`config.mk`:
```
export PLATFORM = sky130hd
export DESIGN_NAME = via_shift_xcvr
export DESIGN_NICKNAME = d
export VERILOG_FILES = /design/src/rtl/via_shift_pkg.sv /design/src/rtl/via_shift_fifo.sv /design/src/rtl/via_shift_xcvr.sv
export SDC_FILE = /design/constraint.sdc
export NUM_CORES = 1
export LEC_CHECK = 0
export CORE_MARGIN = 3
export CORE_UTILIZATION = 50
export DETAILED_ROUTE_END_ITERATION = 12
export PLACE_DENSITY = 0.77
export RECOVER_POWER = 100
export SYNTH_ARGS = -nofsm -noshare
export SYNTH_HDL_FRONTEND = slang
export SYNTH_SLANG_ARGS = --single-unit
```
`constraint.sdc`:
```
create_clock -name clk32 -period 2 [get_ports clk32]
set_clock_uncertainty 0.2 [all_clocks]
set_input_delay 0.6 -clock clk32 [delete_from_list [all_inputs] [get_ports clk32]]
set_output_delay 0.6 -clock clk32 [all_outputs]
set_load 0.05 [all_outputs]
```
`src/rtl/via_shift_pkg.sv`:
```
// ---------------------------------------------------------------------------
// via_shift_pkg
// Shared types and constants for the VIA shift-register transceiver.
//   state_t          : transceiver state (IDLE, TX, WAIT_RX, RX)
//   MODE_PLUS/ADB    : values of the mode input
//   DIV_*_DEFAULT    : default shift-clock half-period terminal counts
// ---------------------------------------------------------------------------
package via_shift_pkg;

  typedef enum logic [1:0] {
    IDLE    = 2'd0,
    TX      = 2'd1,
    WAIT_RX = 2'd2,
    RX      = 2'd3
  } state_t;

  localparam logic MODE_PLUS = 1'b0;
  localparam logic MODE_ADB  = 1'b1;

  localparam int DIV_PLUS_DEFAULT = 1300;
  localparam int DIV_ADB_DEFAULT  = 168;

endpackage

```
`src/rtl/via_shift_fifo.sv`:
```
// ---------------------------------------------------------------------------
// via_shift_fifo
// Small synchronous FIFO holding device-to-Mac bytes until the VIA is ready.
// Ports:
//   clk32, _systemReset : clock, asynchronous active-low reset
//   i_en                : clock enable, nothing changes without it
//   i_clr               : synchronous clear (empties the FIFO)
//   i_push, i_data      : write request and byte
//   i_pop               : read request (head advances)
//   o_data              : current head byte
//   o_full, o_empty     : occupancy flags
//   o_level             : number of stored bytes
// A push while full is accepted only if a pop happens in the same tick.
// ---------------------------------------------------------------------------
module via_shift_fifo #(
  parameter  int DATA_W   = 8,
  parameter  int RX_DEPTH = 4,
  localparam int PTR_W    = $clog2(RX_DEPTH),
  localparam int LVL_W    = PTR_W + 1
) (
  input  logic              clk32,
  input  logic              _systemReset,
  input  logic              i_en,
  input  logic              i_clr,
  input  logic              i_push,
  input  logic              i_pop,
  input  logic [DATA_W-1:0] i_data,
  output logic [DATA_W-1:0] o_data,
  output logic              o_full,
  output logic              o_empty,
  output logic [LVL_W-1:0]  o_level
);

  logic [DATA_W-1:0] r_mem [RX_DEPTH];
  logic [PTR_W-1:0]  r_rdPtr;
  logic [PTR_W-1:0]  r_wrPtr;
  logic [LVL_W-1:0]  r_level;
  logic              w_doPop;
  logic              w_doPush;

  assign o_full   = (r_level == LVL_W'(RX_DEPTH));
  assign o_empty  = (r_level == '0);
  assign o_level  = r_level;
  assign o_data   = r_mem[r_rdPtr];
  assign w_doPop  = i_pop && !o_empty;
  assign w_doPush = i_push && (!o_full || w_doPop);

  // Pointers and occupancy; pointers wrap naturally since depth is 2^n
  always_ff @(posedge clk32 or negedge _systemReset) begin
    if (!_systemReset) begin
      r_rdPtr <= '0;
      r_wrPtr <= '0;
      r_level <= '0;
    end else if (i_en) begin
      if (i_clr) begin
        r_rdPtr <= '0;
        r_wrPtr <= '0;
        r_level <= '0;
      end else begin
        if (w_doPush) r_wrPtr <= r_wrPtr + 1'b1;
        if (w_doPop)  r_rdPtr <= r_rdPtr + 1'b1;
        case ({w_doPush, w_doPop})
          2'b10:   r_level <= r_level + 1'b1;
          2'b01:   r_level <= r_level - 1'b1;
          default: r_level <= r_level;
        endcase
      end
    end
  end

  // Storage needs no reset; the level gates what is valid
  always_ff @(posedge clk32) begin
    if (i_en && !i_clr && w_doPush) r_mem[r_wrPtr] <= i_data;
  end

endmodule

```
`src/rtl/via_shift_xcvr.sv`:
```
// ---------------------------------------------------------------------------
// via_shift_xcvr
// VIA shift-register transceiver for the Mac Plus keyboard and Mac SE ADB
// links: generates CB1 (shift_clk), samples Mac bytes from CB2, presents
// device bytes on CB2 input, and buffers device bytes for the Mac.
// Configuration macro: VIA_SHIFT_RXFIFO_EN
//   defined   -> RX_DEPTH-entry receive FIFO (via_shift_fifo)
//   undefined -> single holding register, new byte overwrites unread one
// Ports:
//   clk32, _systemReset : clock, asynchronous active-low reset
//   clk8_en_p           : 8 MHz tick, all state advances only on it
//   clr                 : synchronous clear, same effect as reset
//   mode                : 0 Plus keyboard, 1 ADB
//   kbddat_i            : resolved CB2 line from the VIA
//   adb_listen          : ADB controller ready for a command byte
//   rx_data, rx_strobe  : byte from device, push strobe
//   shift_clk           : to VIA CB1
//   shift_data          : to VIA CB2 input
//   tx_data, tx_strobe  : byte from Mac, one-tick valid pulse
//   busy                : shifting (TX or RX)
//   rx_overflow         : sticky, a device byte was lost
//   rx_level            : receive buffer occupancy
// ---------------------------------------------------------------------------
module via_shift_xcvr
  import via_shift_pkg::*;
#(
  parameter int DATA_W   = 8,
  parameter int CNT_W    = 11,
  parameter int DIV_PLUS = DIV_PLUS_DEFAULT,
  parameter int DIV_ADB  = DIV_ADB_DEFAULT,
  parameter int RX_DEPTH = 4
) (
  input  logic                      clk32,
  input  logic                      _systemReset,
  input  logic                      clk8_en_p,
  input  logic                      clr,
  input  logic                      mode,
  input  logic                      kbddat_i,
  input  logic                      adb_listen,
  input  logic [DATA_W-1:0]         rx_data,
  input  logic                      rx_strobe,
  output logic                      shift_clk,
  output logic                      shift_data,
  output logic [DATA_W-1:0]         tx_data,
  output logic                      tx_strobe,
  output logic                      busy,
  output logic                      rx_overflow,
  output logic [$clog2(RX_DEPTH):0] rx_level
);

  localparam int LVL_W = $clog2(RX_DEPTH) + 1;
  localparam int BIT_W = $clog2(DATA_W);

  state_t            r_state;
  state_t            w_next;
  logic              r_mode;
  logic [CNT_W-1:0]  r_cnt;
  logic              r_shiftClk;
  logic              r_shiftData;
  logic [BIT_W-1:0]  r_bitCnt;
  logic [DATA_W-1:0] r_txSr;
  logic [DATA_W-1:0] r_rxSr;
  logic [DATA_W-1:0] r_txData;
  logic              r_txStrobe;
  logic              r_busy;
  logic              r_overflow;
  logic              r_atn;
  logic              r_atnFresh;

  logic              w_active;
  logic              w_term;
  logic              w_fall;
  logic              w_rise;
  logic              w_byteEnd;
  logic              w_pop;
  logic              w_atn;
  logic              w_busyNext;
  logic              w_txStrobeNext;
  logic              w_empty;
  logic              w_pushDropped;
  logic [DATA_W-1:0] w_head;
  logic [LVL_W-1:0]  w_level;

  // Divider runs only while shifting; mode is frozen outside IDLE
  assign w_active  = (r_state == TX) || (r_state == RX);
  assign w_term    = w_active &&
                     (r_cnt == ((r_mode == MODE_ADB) ? CNT_W'(DIV_ADB) : CNT_W'(DIV_PLUS)));
  assign w_fall    = w_term && r_shiftClk;
  assign w_rise    = w_term && !r_shiftClk;
  assign w_byteEnd = w_rise && (r_bitCnt == BIT_W'(DATA_W - 1));

  // Right after reset/clr the attention flag reflects the mode at release
  assign w_atn = r_atnFresh ? (mode == MODE_ADB) : r_atn;

`ifdef VIA_SHIFT_RXFIFO_EN
  logic w_full;

  via_shift_fifo #(
    .DATA_W   (DATA_W),
    .RX_DEPTH (RX_DEPTH)
  ) u_fifo (
    .clk32        (clk32),
    ._systemReset (_systemReset),
    .i_en         (clk8_en_p),
    .i_clr        (clr),
    .i_push       (rx_strobe),
    .i_pop        (w_pop),
    .i_data       (rx_data),
    .o_data       (w_head),
    .o_full       (w_full),
    .o_empty      (w_empty),
    .o_level      (w_level)
  );

  assign w_pushDropped = rx_strobe && w_full && !w_pop;
`else
  logic [DATA_W-1:0] r_hold;
  logic              r_holdValid;

  // Single holding register; a new byte always wins over an unread one
  always_ff @(posedge clk32 or negedge _systemReset) begin
    if (!_systemReset) begin
      r_hold      <= '0;
      r_holdValid <= 1'b0;
    end else if (clk8_en_p) begin
      if (clr) begin
        r_holdValid <= 1'b0;
      end else if (rx_strobe) begin
        r_hold      <= rx_data;
        r_holdValid <= 1'b1;
      end else if (w_pop) begin
        r_holdValid <= 1'b0;
      end
    end
  end

  assign w_head        = r_hold;
  assign w_empty       = !r_holdValid;
  assign w_level       = {{(LVL_W-1){1'b0}}, r_holdValid};
  assign w_pushDropped = rx_strobe && r_holdValid && !w_pop;
`endif

  // State register
  always_ff @(posedge clk32 or negedge _systemReset) begin
    if (!_systemReset)  r_state <= IDLE;
    else if (clk8_en_p) r_state <= clr ? IDLE : w_next;
  end

  // Next state; the buffer head is popped on entry to RX
  always_comb begin
    w_next = r_state;
    w_pop  = 1'b0;
    case (r_state)
      IDLE: begin
        if (mode == MODE_PLUS) begin
          if (!kbddat_i) w_next = TX;
        end else if (w_atn && adb_listen) begin
          w_next = TX;
        end else if (!w_empty) begin
          w_next = RX;
          w_pop  = 1'b1;
        end
      end
      TX:      if (w_byteEnd) w_next = (r_mode == MODE_ADB) ? IDLE : WAIT_RX;
      WAIT_RX: if (kbddat_i && !w_empty) begin
                 w_next = RX;
                 w_pop  = 1'b1;
               end
      RX:      if (w_byteEnd) w_next = IDLE;
      default: w_next = IDLE;
    endcase
  end

  // Output decode for the registered busy and strobe
  always_comb begin
    w_busyNext     = (w_next == TX) || (w_next == RX);
    w_txStrobeNext = (r_state == TX) && w_byteEnd;
  end

  // Datapath: divider, shift registers, flags
  always_ff @(posedge clk32 or negedge _systemReset) begin
    if (!_systemReset) begin
      r_mode      <= MODE_PLUS;
      r_cnt       <= '0;
      r_shiftClk  <= 1'b1;
      r_shiftData <= 1'b1;
      r_bitCnt    <= '0;
      r_txSr      <= '0;
      r_rxSr      <= '0;
      r_txData    <= '0;
      r_txStrobe  <= 1'b0;
      r_busy      <= 1'b0;
      r_overflow  <= 1'b0;
      r_atn       <= 1'b0;
      r_atnFresh  <= 1'b1;
    end else if (clk8_en_p) begin
      if (clr) begin
        r_mode      <= MODE_PLUS;
        r_cnt       <= '0;
        r_shiftClk  <= 1'b1;
        r_shiftData <= 1'b1;
        r_bitCnt    <= '0;
        r_txSr      <= '0;
        r_rxSr      <= '0;
        r_txData    <= '0;
        r_txStrobe  <= 1'b0;
        r_busy      <= 1'b0;
        r_overflow  <= 1'b0;
        r_atn       <= 1'b0;
        r_atnFresh  <= 1'b1;
      end else begin
        r_atnFresh <= 1'b0;
        if (r_state == IDLE) r_mode <= mode;

        if (r_state == IDLE && mode == MODE_ADB) begin
          if (w_next == TX)  r_atn <= 1'b0;
          else if (kbddat_i) r_atn <= 1'b1;
          else               r_atn <= w_atn;
        end else begin
          r_atn <= w_atn;
        end

        if (!w_active) begin
          r_cnt      <= '0;
          r_shiftClk <= 1'b1;
          r_bitCnt   <= '0;
        end else if (w_term) begin
          r_cnt      <= '0;
          r_shiftClk <= !r_shiftClk;
        end else begin
          r_cnt <= r_cnt + 1'b1;
        end

        if (w_fall && r_state == TX) r_txSr <= {r_txSr[DATA_W-2:0], kbddat_i};
        if (w_fall && r_state == RX) r_shiftData <= r_rxSr[BIT_W'(DATA_W - 1) - r_bitCnt];
        if (w_rise) r_bitCnt <= w_byteEnd ? '0 : r_bitCnt + 1'b1;

        if (w_pop) r_rxSr <= w_head;

        r_txStrobe <= w_txStrobeNext;
        if (w_txStrobeNext) r_txData <= r_txSr;
        r_busy <= w_busyNext;
        if (w_pushDropped) r_overflow <= 1'b1;
      end
    end
  end

  assign shift_clk   = r_shiftClk;
  assign shift_data  = r_shiftData;
  assign tx_data     = r_txData;
  assign tx_strobe   = r_txStrobe;
  assign busy        = r_busy;
  assign rx_overflow = r_overflow;
  assign rx_level    = w_level;

endmodule
```
# Word level (Yosys, flattened, before mapping)
# Cells that the tools add are included.
dict set report totals {
  reg_bits 57
  input_bits 16
  word_cells 115
}
dict set report op_classes {
  n_addsub 3
  order_cmp 1
  n_eq_ne 9
  muxes 51
  bitwise 1
  n_reduce_logical 34
}
# operator count
set op_table {}
lappend op_table {{8-bit 2-to-1 mux} 6}
lappend op_table {{11-bit 2-to-1 mux} 4}
lappend op_table {{1-bit 2-to-1 mux} 25}
lappend op_table {{2-bit 2-to-1 mux} 9}
lappend op_table {{2-bit AND reduction} 9}
lappend op_table {{1-bit logical AND} 12}
lappend op_table {{3-bit 2-to-1 mux} 4}
lappend op_table {{2-bit nonzero test} 6}
lappend op_table {{11-bit by 1-bit adder with 11-bit output, second input constant} 1}
lappend op_table {{11-bit == test} 1}
lappend op_table {{2-bit one-hot mux with 4 select lines} 1}
lappend op_table {{2-bit == test, second input constant} 3}
lappend op_table {{3-bit by 2-bit != test with 1-bit output, second input constant} 2}
lappend op_table {{2-bit by 1-bit == test with 1-bit output, second input constant} 2}
lappend op_table {{3-bit by 4-bit less-than comparator with 1-bit output, second input constant} 1}
lappend op_table {{3-bit by 1-bit adder with 3-bit output, second input constant} 1}
lappend op_table {{1-bit binary-select mux with 3-bit select} 1}
lappend op_table {{3-bit == test, second input constant} 1}
lappend op_table {{3-bit AND reduction} 1}
lappend op_table {{3-bit nonzero test} 1}
lappend op_table {{3-bit subtractor, first input constant} 1}
lappend op_table {{1-bit zero test} 2}
lappend op_table {{2-bit zero test} 1}
lappend op_table {{1-bit logical OR} 2}
lappend op_table {{other kinds (2)} 2}

# Longest topological paths before layout
# Gate-level depths: netlist (run 1).
dict set report logic_depth {
  depth_word 11
  depth_mapped 7
}

# Least setup slack after synthesis (run 1)
# Ideal clock, no wire load.
dict set report synth_path {
  kind {register -> register}
  start {register r_state[0]}
  end {register r_txSr[0]}
  t_arrival_ns 2.112
  t_required_ns 1.720
  slack_ns -0.392
  stages_incl_launch_ff 5
  n_path_buf 1
  cell_sequence {dfrtp_1 clkbuf_1 nand3_1 a2111oi_4 mux2i_1}
}
dict set report synth_between {
  elab_chain_len 7
}
# element line_no
set synth_lines {}
lappend synth_lines {{start, declared} via_shift_xcvr.sv:54} ;# state_t r_state;
lappend synth_lines {{start signal, assigned} via_shift_xcvr.sv:146} ;# else if (clk8_en_p) r_state <= clr ? IDLE : w_next;
lappend synth_lines {{2-bit by 1-bit == test with 1-bit output / 2-bit == test (equally long branches)} {via_shift_xcvr.sv:85, via_shift_xcvr.sv:234}}
lappend synth_lines {{1-bit logical OR} via_shift_xcvr.sv:85} ;# assign w_active = (r_state == TX) || (r_state == RX);
lappend synth_lines {{1-bit logical AND} via_shift_xcvr.sv:86} ;# assign w_term = w_active &&
lappend synth_lines {{1-bit logical AND} via_shift_xcvr.sv:88} ;# assign w_fall = w_term && r_shiftClk;
lappend synth_lines {{1-bit logical AND *} via_shift_xcvr.sv:234} ;# if (w_fall && r_state == TX) r_txSr <= {r_txSr[DATA_W-2:0], kbddat_i};
lappend synth_lines {{2-bit nonzero test (no source line) *} --}
lappend synth_lines {{2-bit AND reduction (no source line) *} --}
lappend synth_lines {{end signal, assigned} via_shift_xcvr.sv:234}
lappend synth_lines {{end, declared} via_shift_xcvr.sv:61} ;# logic [DATA_W-1:0] r_txSr;
# Every way passes the cells marked *; elsewhere a longest branch is shown, timed or not.
# A chain may end at the register's enable or synchronous reset.

# Worst setup path in the final report (run 1)
dict set report layout_path {
  start {register r_cnt[3]}
  end {register r_txSr[1]}
}
dict set report layout_between {
  elab_chain_len 6
}
# element line_no
set layout_lines {}
lappend layout_lines {{start, declared} via_shift_xcvr.sv:57} ;# logic [CNT_W-1:0] r_cnt;
lappend layout_lines {{start signal, assigned} via_shift_xcvr.sv:231} ;# r_cnt <= r_cnt + 1'b1;
lappend layout_lines {{11-bit == test} via_shift_xcvr.sv:87} ;# (r_cnt == ((r_mode == MODE_ADB) ? CNT_W'(DIV_ADB) : CNT_W'(DIV_PLUS)));
lappend layout_lines {{1-bit logical AND} via_shift_xcvr.sv:86}
lappend layout_lines {{1-bit logical AND} via_shift_xcvr.sv:88}
lappend layout_lines {{1-bit logical AND} via_shift_xcvr.sv:234}
lappend layout_lines {{2-bit nonzero test (no source line)} --}
lappend layout_lines {{2-bit AND reduction (no source line)} --}
# Every way passes these cells.

==> results of run 1 <==
==> synth_stat cells, types with 5 or more instances <==
master	count
clkbuf_1	9
and2_1	9
mux2i_1	29
nand2_1	45
nand3_1	6
xnor2_1	6
inv_1	5
dfrtp_1	53
mux2_2	9
o2bb2ai_1	9
nor3_1	11
nor2_1	12
==> cells by family (layout without fill, tap and decap cells) <==
family          after synthesis  count (layout)  share of synthesized area [%]
simple gates                105             106                           18.1
compound gates               36              36                           11.0
mux                          40              40                           15.0
fa+ha+maj                     4               4                           1.72
flops                        56              56                           48.2
other cells                   1               2                          0.129
xor+xnor                      9               9                           2.71
buf+inv                      21              89                           3.18
==> metrics by stage <==
step                      instance area (um^2)  power, uW
after detailed placement                  3730       2080
after floorplan                           2940       1780
after global placement                    3730       2050
after CTS                                 3890       2830
after global routing                      3750       2940
final                                     3750       2810
==> worst max path at each step <==
stage	end	cells after the start
3_3_place_gp	r_cnt[9]	6
4_1_cts	r_txSr[1]	5
3_5_place_dp	r_rxSr[5]	6
2_1_floorplan	r_txSr[0]	4
5_1_grt	r_txSr[0]	6
6_report	r_txSr[1]	6
==> layout make-up <==
type	count	share of cell area, %
multi-input cells	197	40.1
flip-flops and latches	56	37.5
repair buffers	75	16.5
well taps	72	2.40
clock buffers	5	1.83
clock inverters	3	1.13
inverters	6	0.600
==> per-layer routing <==
metal  global-route usage, %  share of wire [%]  vias to the layer above
li1                        -                  -                     1118
met2                    34.9                 49                       60
met1                    27.4                 45                     1160
met3                    3.36                3.5                       11
met5                       0                  0                        -
met4                    7.64                2.0                        0
==> power groups by stage <==
stage                     combinational (uW)  clock, uW  sequential (uW)
after floorplan                          385          0             1390
after global placement                   673          0             1380
after detailed placement                 698          0             1390
after CTS                                711        760             1360
after global routing                     746        809             1380
final                                    692        749             1370
==> timing repair <==
item,in CTS,in global routing
buffers inserted,4,2
cloned,0,1
pin swaps,5,3
gates resized for setup,8,8
setup endpoints to repair,18,39
==> registers in the layout, summed over array words and instances (netlist names) <==
| signal | cells |
|---|---|
| tx_data | 8 |
| r_atn | 1 |
| r_holdValid | 1 |
| r_rxSr | 8 |
| r_hold | 8 |
| r_atnFresh | 1 |
| r_txSr | 8 |
| rx_overflow | 1 |
| tx_strobe | 1 |
| r_state | 2 |
| r_cnt | 11 |
| r_mode | 1 |
| shift_data | 1 |
| r_bitCnt | 3 |
| shift_clk | 1 |
==> worst max-delay path, delay by kind of cell (launching register included) <==
kind                   cells  cell delay (ns)
flip-flops                 1             0.37
AO/OA/AOI/OAI              1             0.44
AND/OR/NAND/NOR            2             0.39
buffers and inverters      2             0.32
multiplexers               1             0.20
==> flow_results.org, run 1 <==
** Timing
- The final-report hold violation count came to 0.
- Unrepaired setup endpoints after global routing :: yes
- Hold timing on the final database bottoms out at a slack of 0.307 ns.
- Endpoints failing setup :: 1
- Max Freq :: 499 MHz
- Worst Slack Setup Final :: -0.00357 ns
- Final Cycle Share :: 100%
- The max-slew violation count came to 0.
- Max-Slew Margin vs Limit :: 7.54%
- Pin slew with the least headroom to its limit :: 1.39 ns
- Adding up every negative setup slack in the final design gives -0.00357 ns.
- The smallest clock period supported by the final layout is computed as 2.00 ns.

** Setup path
- CP cell instances :: buf_4 > and4bb_1 > nand4_4 > a2111oi_4 > buf_12 > mux2i_1
- By startpoint and endpoint, the worst setup path is classified as reg2reg.
- STA classifies the critical path startpoint as a flop.
- In this design, the stage delay of the slowest critical-path cell is 0.44 ns.
- Critical path endpoint category :: flop
- Data on the critical path is required at its endpoint by 2.03 ns.
- Slowest cell on the critical path :: a2111oi_4
- Counting cells, the worst reg-to-reg path comes to 6.
- Worst R2R Start :: r_cnt[3]
- For flop-to-flop paths, the worst setup slack is -0.004 ns.
- In this run the worst setup path begins at r_cnt[3].
- Arrival time at the worst endpoint :: 2.04 ns
- Maximum fanout encountered on the critical timing path :: 8
- Worst reg2reg path endpoint :: r_txSr[1]

** Logic synthesis
- Synthesis produced 272 cells.
- In this run, synthesis produced a sequential element count of 56.
- In this run the mean area of a mapped cell was 10.7 um^2.
- Synthesized cell area :: 2910 um^2
- Fraction of synthesis flops using an asynchronous set or reset pin :: 100%
- The top cell type by area accounts for 45.5% of the synthesized area.
- Unique cell type count in the Yosys netlist :: 52
- Synth warnings :: 0
- Predominant post-synthesis flop cell :: dfrtp_1
- By area the synthesized netlist is led by dfrtp_1 (46%), mux2i_1 (10%), nand2_1 (5.8%).
- Sequential cells were found to cover 48.2% of the synthesized design area.
- Of all cell types, the one taking the most synthesized area is dfrtp_1.
- The synthesized design contains 0 enable-type register cells.

** Clock tree
- Depth of the CTS H-tree :: 2
- Clock Root Buffer :: clkbuf_8
- TritonCTS built the clock tree.
- CTS Sinks :: 56
- Inserted Clock Buffers :: 5
- Post-CTS Hold Buffers :: 0
- No sink is reached through more buffers than the 2 on the longest clock path.
- Clock edge transition at the registers on the reported setup and hold paths :: 0.10 ns
- The later pin in the worst-skew pair is clocked with a latency of 0.31 ns.

** Power and ir drop
- Power density over cell area :: 748 nW/um^2
- In this run the power spent charging and discharging nets is 846 uW.
- The clock network accounts for 26.7% of the total power.
- Combinational logic is responsible for 24.6% of the overall power.
- Per report_power, the sequential group accounts for 48.7% of the total.
- The internal power of the cells totals 1960 uW.
- In this run switching power makes up 30.1% of total power.
- Worst-case vdd ir drop :: 426 uV
- Reported leakage power :: 0.00161 uW

** Floorplanning
- Area of the die :: 6780 um^2
- The floorplan step set the die width to 82.3 um.
- Starting Density :: 52.3%
- The floorplan has 27 rows.
- Die outline height :: 82.3 um
- Total core area :: 5570 um^2
- In this run the count of I/O pins placed on the die edge is 32.

** Finish
- Relative to the synthesized area, the layout overhead comes to 28.7%.
- Nets :: 361
- Most common cell after layout, fill and taps aside :: dfrtp_1
- In the final layout, flip-flops and latches occupy 1410 um^2.
- In the final layout, the share of cells above drive strength 1 is 30.1%.
- Highest-count cells in the layout ignoring fill and taps :: dfrtp_1 (52), nand2_1 (44), buf_4 (36), mux2i_1 (28)
- Excluding fillers, the count of instances in the completed layout stands at 414.
- 0 antenna diodes ended up in the layout.
- Count of fill cells added during filler insertion :: 421
- In the final layout, the multi-input gates occupy 1500 um^2.
- At the end of the flow the core is filled with cells to 67.3%.

** Outcome
- Outcome :: finished with violations
- The final reports fail on negative setup slack.

** Drt
- The count of nets left with antenna violations once routing finished came out at 0.
- Wirelength per Cell :: 15.6 um
- For this run, design rule violations remaining after detail routing come to 0.
- Routed via count :: 2349
- Initial DRC count :: 126
- Length of the first detailed-routing pass in iterations :: 4
- Number of vias per cell after detailed routing :: 5.67
- For this block, the routed nets add up to 6460 um of wire.

** GRT
- Grt ovf :: 0
- Number of global-route vias before repair :: 2358
- Antenna violations before repair :: 0
- Global routing used 20.9% of the available tracks.
- Entering global routing, the biggest net connects 57 pins.
- The first global-routing pass estimated 10800 um of wire.

** Place
- Including well taps, the total number of placed cells is 400.
- The congestion estimate from routability-driven global placement came to 0.867.
- In this run the tool buffered the top-level ports with 29 buffer cells.
- Prior to clock tree synthesis, the placed netlist has a worst setup slack of -0.314 ns.
- DPL Wire Length :: 4630 um

** Worst hold path
- The worst hold path terminates at r_hold[3].
- Worst hold stages :: 1
- Hold Crit Class :: reg2reg
- Beginning of the worst hold path :: r_hold[3]

** Flow run
- Max-cap check violation count :: 0
No activity file was read; power rests on OpenSTA's default activity.
==> run 2: changes to the inputs <==
--- a/config.mk
+++ b/config.mk
@@ -5,10 +5,11 @@
 export SDC_FILE = /design/constraint.sdc
 export NUM_CORES = 1
 export LEC_CHECK = 0
+export CAP_MARGIN = 30
 export CORE_MARGIN = 3
-export CORE_UTILIZATION = 50
+export CORE_UTILIZATION = 40
 export DETAILED_ROUTE_END_ITERATION = 12
-export PLACE_DENSITY = 0.77
+export PLACE_DENSITY = 0.64
 export RECOVER_POWER = 100
 export SYNTH_ARGS = -nofsm -noshare
 export SYNTH_HDL_FRONTEND = slang
==> run 2 against run 1 <==
The flow now finishes without violations. Setup slack gained 0.024 ns. Register-to-register slack better by 0.02 ns. Cell count increased by 7.5%. Cell area rose by 1.6%. First-iteration DRC count decreased by 7.1%. Global-route usage shrank 4.3 points. Total power is 4.0% lower. Combinational power barely moved. Hold slack worse by 0.12 ns.
==> flow_results.org, run 2 (synthesis gave the netlist of run 1 again) <==
** Setup path
- The kind of start point of the critical path was a flop (unchanged).
- The arrival time at the worst endpoint is 2.03 ns (was 2.04 ns).
- The family with the most delay on the worst path is simple AND/OR/NAND/NOR gates (was compound AO/OA/AOI/OAI gates).
- The peak fanout along the critical path is 4 (was 8).
- The cell with the biggest individual delay on the critical path is dfrtp_1 (was a2111oi_4).
- The data required time at the worst endpoint came to 2.05 ns (was 2.03 ns).
- WS Path Type :: reg2reg (unchanged)
- CP cell instances: nor4bb_1 > nand2_1 > buf_6 > a2111oi_4 > buf_4 > mux2i_1 (was buf_4 > and4bb_1 > nand4_4 > a2111oi_4 > buf_12 > mux2i_1).
- Critical path endpoint category :: flop (unchanged)
- The number of buffers and inverters on the critical path is 2 (unchanged).
- The delay of the slowest cell on the worst path came to 0.43 ns (was 0.44 ns).

** GRT
- Total track usage :: 16.6% (was 20.9%)
- Number of global-route vias before repair :: 2315 (was 2358)
- The maximum number of pins on one net before global-route repair is 23 (was 57).
- The initial antenna violation count is 0 (unchanged).
- The global-route wire length before repair is 11200 um (was 10800 um).
- The overall overflow remaining after global route was 0 (unchanged).

** Drt
- The number of nets with antenna violations after routing was 0 (unchanged).
- Initial DRC count :: 117 (was 126)
- The wire length reported by the detailed router is 6310 um (was 6460 um).
- The total via count after detailed routing was 2304 (was 2349).
- Length of the first detailed-routing pass in iterations :: 4 (unchanged)
- The final routed wire length divided by cell count was 14.2 um (was 15.6 um).
- Number of vias per cell after detailed routing :: 5.18 (was 5.67)
- Drt drc :: 0 (unchanged)

** Outcome
- Outcome: complete, no violations (was finished with violations).

** Finish
- Antenna cell count :: 0 (unchanged)
- Count of fill cells added during filler insertion :: 618 (was 421)
- Share of final-layout standard cells stronger than drive strength 1 :: 28.9% (was 30.1%)
- The final cell count without fillers came to 445 (was 414).
- The post-layout net count was 368 (was 361).
- Register with the most flip-flops :: r_cnt (unchanged)
- Highest-count cells in the layout ignoring fill and taps :: dfrtp_1 (52), nand2_1 (44), buf_4 (44), mux2i_1 (29), clkbuf_2 (13) (was dfrtp_1 (52), nand2_1 (44), buf_4 (36), mux2i_1 (28))
- Most common cell after layout, fill and taps aside :: dfrtp_1 (unchanged)
- Max FFs per register :: 11 (unchanged)
- Area Growth Syn to Fin :: 30.8% (was 28.7%)

** Power and ir drop
- The leakage component of the power is 0.00165 uW (was 0.00161 uW).
- Net switching fraction of the power :: 31.4% (was 30.1%)
- Int Power :: 1850 uW (was 1960 uW)
- The proportion of power drawn by combinational gates was 25.8% (was 24.6%).
- Net switching power :: 845 uW (was 846 uW)
- The post-route total power is 2690 uW (was 2810 uW).
- The part of the total power dissipated in the clock network is 23.9% (was 26.7%).
- The sequential cell fraction of total power came to 50.4% (was 48.7%).
- The worst-case vdd ir drop is 360 uV (was 426 uV).
- Power density over cell area :: 707 nW/um^2 (was 748 nW/um^2)

** Clock tree
- Clock Root Buffer :: clkbuf_8 (unchanged)
- Inserted Clock Buffers :: 5 (unchanged)
- The clock net sink count is 56 (unchanged).
- The latest clock arrival within the worst-skew pair is 0.32 ns (was 0.31 ns).
- Clock edge transition at the registers on the reported setup and hold paths :: 0.11 ns (was 0.10 ns)
- The hold buffer count at CTS came to 0 (unchanged).
- The clock tree from TritonCTS was built (unchanged).
- Depth of the CTS H-tree :: 2 (unchanged)
- The maximum number of buffers from clock root to sink came to 2 (unchanged).

** Timing
- The actual slew at the worst max-slew pin is 0.917 ns (was 1.39 ns).
- Final Cycle Share :: 99.0% (was 100%)
- Minimum period implied by the final worst setup slack :: 1.98 ns (was 2.00 ns)
- Worst Slack Setup Final :: 0.0207 ns (was -0.00357 ns)
- Unrepaired setup endpoints after global routing: yes (unchanged).
- Setup TNS Final :: 0 ns (was -0.00357 ns)
- Max Freq :: 505 MHz (was 499 MHz)
- Endpoints failing setup :: 0 (was 1)
- The hold slack is 0.187 ns (was 0.307 ns).
- The max-slew violation count was 0 (unchanged).
- The worst max-slew margin expressed relative to the limit came to 38.9% (was 7.54%).
- Final Hold Violating Endpoints :: 0 (unchanged)

** Place
- The HPWL after detailed placement was 4730 um (was 4630 um).
- The total placed cells including tap cells came to 433 (was 400).
- The number of input and output port buffers inserted came to 29 (unchanged).
- Placer's final routability congestion estimate :: 0.838 (was 0.867)
- Worst setup slack after placement :: -0.340 ns (was -0.314 ns)

** Floorplanning
- Starting Density :: 42.0% (was 52.3%)
- The overall die area is 8340 um^2 (was 6780 um^2).
- Total core area :: 6940 um^2 (was 5570 um^2)
- Core Rows :: 30 (was 27)
- The x dimension of the die came to 91.4 um (was 82.3 um).
- The height of the die was 91.4 um (was 82.3 um).
- The top-level port count is 32 (unchanged).

** Worst hold path
- Hold Crit Class :: in2async (was reg2reg)

** Flow run
- The max-capacitance violation count is 0 (unchanged).
[run 2: area by class of cell]
type,count,area (um^2),share of cell area [%]
timing repair buffer,83,698,18.3
inverter,6,22.5,0.591
sequential,56,1410,36.9
clock inverter,2,16.3,0.427
clock buffer,6,72.6,1.90
tap,96,120,3.15
multi-input combinational,196,1480,38.7
[run 2: repair_timing]
item	in CTS	in global routing
setup endpoints to repair	13	32
cloned	0	1
setup buffers	1	2
gates resized for setup	6	7
hold endpoints to repair	0	0
pin swaps	5	6
[run 2: routing by layer]
layer / wire [um] / part of all wire, % / vias up / track usage (%)
met2: 2960 / 47 / 39 / 26.7
li1: - / - / 1125 / -
met1: 3090 / 49 / 1132 / 22.9
met4: 85 / 1.3 / 0 / 5.65
met3: 172 / 2.7 / 8 / 2.40
met5: 0 / 0 / - / 0
[run 2: final timing paths]
check,start,end,slack (ns),cells after the start
max reg2reg,r_mode,r_bitCnt[1],0.02,6
max,r_mode,r_bitCnt[1],0.02,6
min in group clk32,r_hold[2],r_hold[2],0.30,1
min reg2reg,r_hold[2],r_hold[2],0.30,1
min,_systemReset,r_hold[6],0.19,1
max in group asynchronous,_systemReset,r_state[0],0.34,2
[run 2: power by group through the flow]
stage | combinational (uW) | sequential [uW] | clock, uW
after floorplan | 385 | 1390 | 0
after global placement | 702 | 1380 | 0
after detailed placement | 713 | 1380 | 0
after CTS | 727 | 1360 | 649
after global routing | 756 | 1380 | 705
final | 694 | 1360 | 643
[run 2: through the flow]
step	util, %	cell area [um^2]
5_1_grt	54.9	3810
2_1_floorplan	-	2940
3_5_place_dp	55.2	3830
4_1_cts	57.0	3960
6_report	54.9	3810
3_3_place_gp	55.2	3830
